--- src/rtl/minterm_sweep_checker_settle_timer.sv ---
// Clear/enable settle counter; expire is high in the enabled cycle where the
// count has reached SETTLE_CYCLES-1, i.e. after SETTLE_CYCLES enabled cycles.
module minterm_sweep_checker_settle_timer #(
  parameter int SETTLE_CYCLES = 2
) (
  input  logic clk,
  input  logic rst,
  input  logic clr,
  input  logic en,
  output logic expire
);

  localparam logic [3:0] LAST_CNT = 4'(SETTLE_CYCLES - 1);

  logic [3:0] cnt;

  always_ff @(posedge clk or posedge rst) begin
    if (rst) begin
      cnt <= '0;
    end else if (clr) begin
      cnt <= '0;
    end else if (en) begin
      cnt <= cnt + 4'd1;
    end
  end

  assign expire = en && (cnt == LAST_CNT);

endmodule

--- config.mk ---
export PLATFORM = sky130hd
export DESIGN_NAME = minterm_sweep_checker_settle_timer
export DESIGN_NICKNAME = d
export VERILOG_FILES = /design/src/rtl/minterm_sweep_checker_settle_timer.sv
export SDC_FILE = /design/constraint.sdc
export NUM_CORES = 1
export LEC_CHECK = 0
export CAP_MARGIN = 20
export CORE_AREA = 2 2 39 41
export CTS_BUF_LIST = sky130_fd_sc_hd__clkbuf_2
export CTS_CLUSTER_DIAMETER = 80
export DETAILED_ROUTE_END_ITERATION = 6
export DIE_AREA = 0 0 41 43
export SLEW_MARGIN = 20
export SYNTH_ARGS = -nofsm -noshare
export SYNTH_HDL_FRONTEND = slang
export SYNTH_SLANG_ARGS = --single-unit
--- constraint.sdc ---
create_clock -name clk -period 1.1 [get_ports clk]
set_input_delay 0.22 -clock clk [delete_from_list [all_inputs] [get_ports clk]]
set_output_delay 0.22 -clock clk [all_outputs]
set_load 0.02 [all_outputs]
==> metrics <==
ranking of synthesized cells by area dfrtp_1 41%, ha_1 10%, nand4_4 8.7%, mux2_4 6.1%, buf_6 4.6%; Pleak 0.1807 nW; failing checks negative setup slack; Main synth FF type dfrtp_1; synth cell count leaders 4 x dfrtp_1, 3 x nor2_1, 2 x ha_1, 2 x inv_1; GR Overflow Total 0; Vias 198; H-Tree Depth 1; worst setup margin -0.1910 ns; Cells after Synth 22; Slew Limit Fails 0; status complete, but fails checks; max FFs per register 4; GRT Util Overall 7.280%; CP Data Arrival Time 1.07 ns; DIE AREA 1763 um2; power per cell area 992.5 nW/um2; share of layout cells above drive strength 1 52.94%; Core ar. 1384 um2; CTS Sinks 4; CP max stage cell dfrtp_1; Post-CTS Setup Bufs 0; Ant. Diodes 0; placed inst area 350.3 um2; Max transition margin 90.43%; Yosys top cell by area dfrtp_1; # IOs 5; Rows 14; most frequent cell after synthesis dfrtp_1; Synth Warn # 0; Final GP Congestion 0.6564; Post-Syn Nets 28; highest cell delay on the worst timing path 0.36 ns; delay-heaviest family, CP flip-flops; worst-path fanout max 2; DIE WIDTH 41 um; # DRC 0; post-route cell area 384.1 um2; crit path kind reg -> out; Num CTS Buffers 3; FF+latch count, synth 4; fmax 0.7746 GHz; drt pass-1 iters 1; largest registers cnt: 4 flops; Post-synth EDFFs 0; RR Endpoint cnt[2]; RSZ-0062 raised after global routing true; Max Buffers Root-to-Sink 2; crit path cell chain inv_1 -> ha_1 -> nand2_2 -> nor3_4 -> buf_6; worst clock skew 0.008236 ns; reg2reg setup slack 0.03 ns; Buffers on Ports 4; Die H 43 um; via density per instance 3.960; wire per inst 8.300 um; CTS tree built; WP buf/inv 2; VDD IR max 502.2 uV; largest reg by FF count cnt; syn avg cell area 11.15 um2; area delta synth->final 56.63%; min Tclk post-route 1.291 ns; Final Cycle Share 117.4%; post-synth cell types 15; Synth Cell Area 245.2 um2; initial drt markers 0; Nets 42; final wirelength 415 um; antenna violations before repair 0; worst min path class in -> async; CTS Root Cell clkbuf_2; Worst-path clk slew 0.05 ns; Initial Util 17.72%; Reg-to-Reg Start cnt[0]; top cell type's share of synthesized area 40.82%; r2r worst-path depth 4; final setup violation count 2; Post-synth ARST share 100.0%; largest net degree at the start of global routing 7; critical path startpoint cnt[1]; first-pass GRT wire length 765 um; Worst EP required 0.88 ns; via count of the first global-routing pass 185; setup TNS -0.2867 ns; type of element launching the critical path register; post-route ant nets 0; post-synthesis sequential area ratio 40.82%; Skew-Pair Late Insertion Delay 0.21 ns; # Max-Cap Violations 0; kind of end point of the critical path output pin; Hold Violations, Final 0; Worst-Margin Slew 0.1434 ns
==> worst reg2reg max path, cell delays in order (launching register included) <==
cell     delay [ns]
dfrtp_1        0.39
buf_6          0.14
ha_2           0.18
a21bo_2        0.21
a21oi_2        0.10
==> per-layer routing <==
layer / track usage (%) / share of wire, % / vias to the layer above
met5: 0 / 0 / -
met4: 6.000 / 1.7 / 0
met3: 6.806 / 9.9 / 2
met2: 8.438 / 48 / 6
met1: 7.566 / 40 / 91
li1: - / - / 99
==> metrics by stage <==
step	util [%]	cells	hold slack (ns)	total power [mW]	worst slack (ns)
global route	27.76	50	0.1986	0.4053	-0.2573
global placement	25.32	47	0.4140	0.2422	-0.6496
CTS	27.40	50	0.1877	0.3836	-0.2174
finish	27.76	50	0.1883	0.3812	-0.1910
detailed placement	25.32	47	0.4156	0.2426	-0.6498
floorplan	-	22	-0.01392	0.2059	0.0004804
==> cell families after synthesis <==
family	synth area share, %
buffers and inverters	7.654
flip-flops	40.82
multiplexers	6.121
adder cells (fa/ha/maj)	10.20
AND/OR/NAND/NOR	22.45
XOR/XNOR	3.572
AO/OA/AOI/OAI	9.183
==> power breakdown <==
group          switching, mW  internal (mW)
Clock                 0.0571         0.0732
Sequential           0.00543          0.156
Combinational         0.0412         0.0485
Total                  0.104          0.278
==> how the worst max path moves through the flow <==
stage	end	slack, ns	cells past startpoint
after floorplan	expire	0.0005	4
after global placement	expire	-0.65	4
after detailed placement	expire	-0.65	4
after CTS	expire	-0.22	5
after global routing	expire	-0.26	5
final	expire	-0.19	5
==> area by class of cell <==
cell class                 instances  area [um2]
timing repair buffer              10       90.09
inverter                           2       7.507
fill                             153       999.7
tap                               16       20.02
sequential                         4       100.1
multi-input combinational         15       151.4
clock buffer                       3       15.01
==> cell usage in the layout (no fill, tap or decap), drive strengths merged <==
| cell type | n |
|---|---|
| buf | 7 |
| dfrtp | 4 |
| nor2 | 3 |
| clkbuf | 3 |
| clkdlybuf4s50 | 3 |
| inv | 2 |
| ha | 2 |
| a21bo | 1 |
| nand3b | 1 |
| a21oi | 1 |
| xnor2 | 1 |
| nor2b | 1 |
| nand4 | 1 |
| mux2 | 1 |
| nand2 | 1 |
| nor3 | 1 |
| a211oi | 1 |
==> repair_timing <==
item,in CTS,in global routing
setup endpoints to repair,3,4
resized for setup,10,1
hold buffers,0,0
Note: power is estimated with default switching activity, not from simulation.
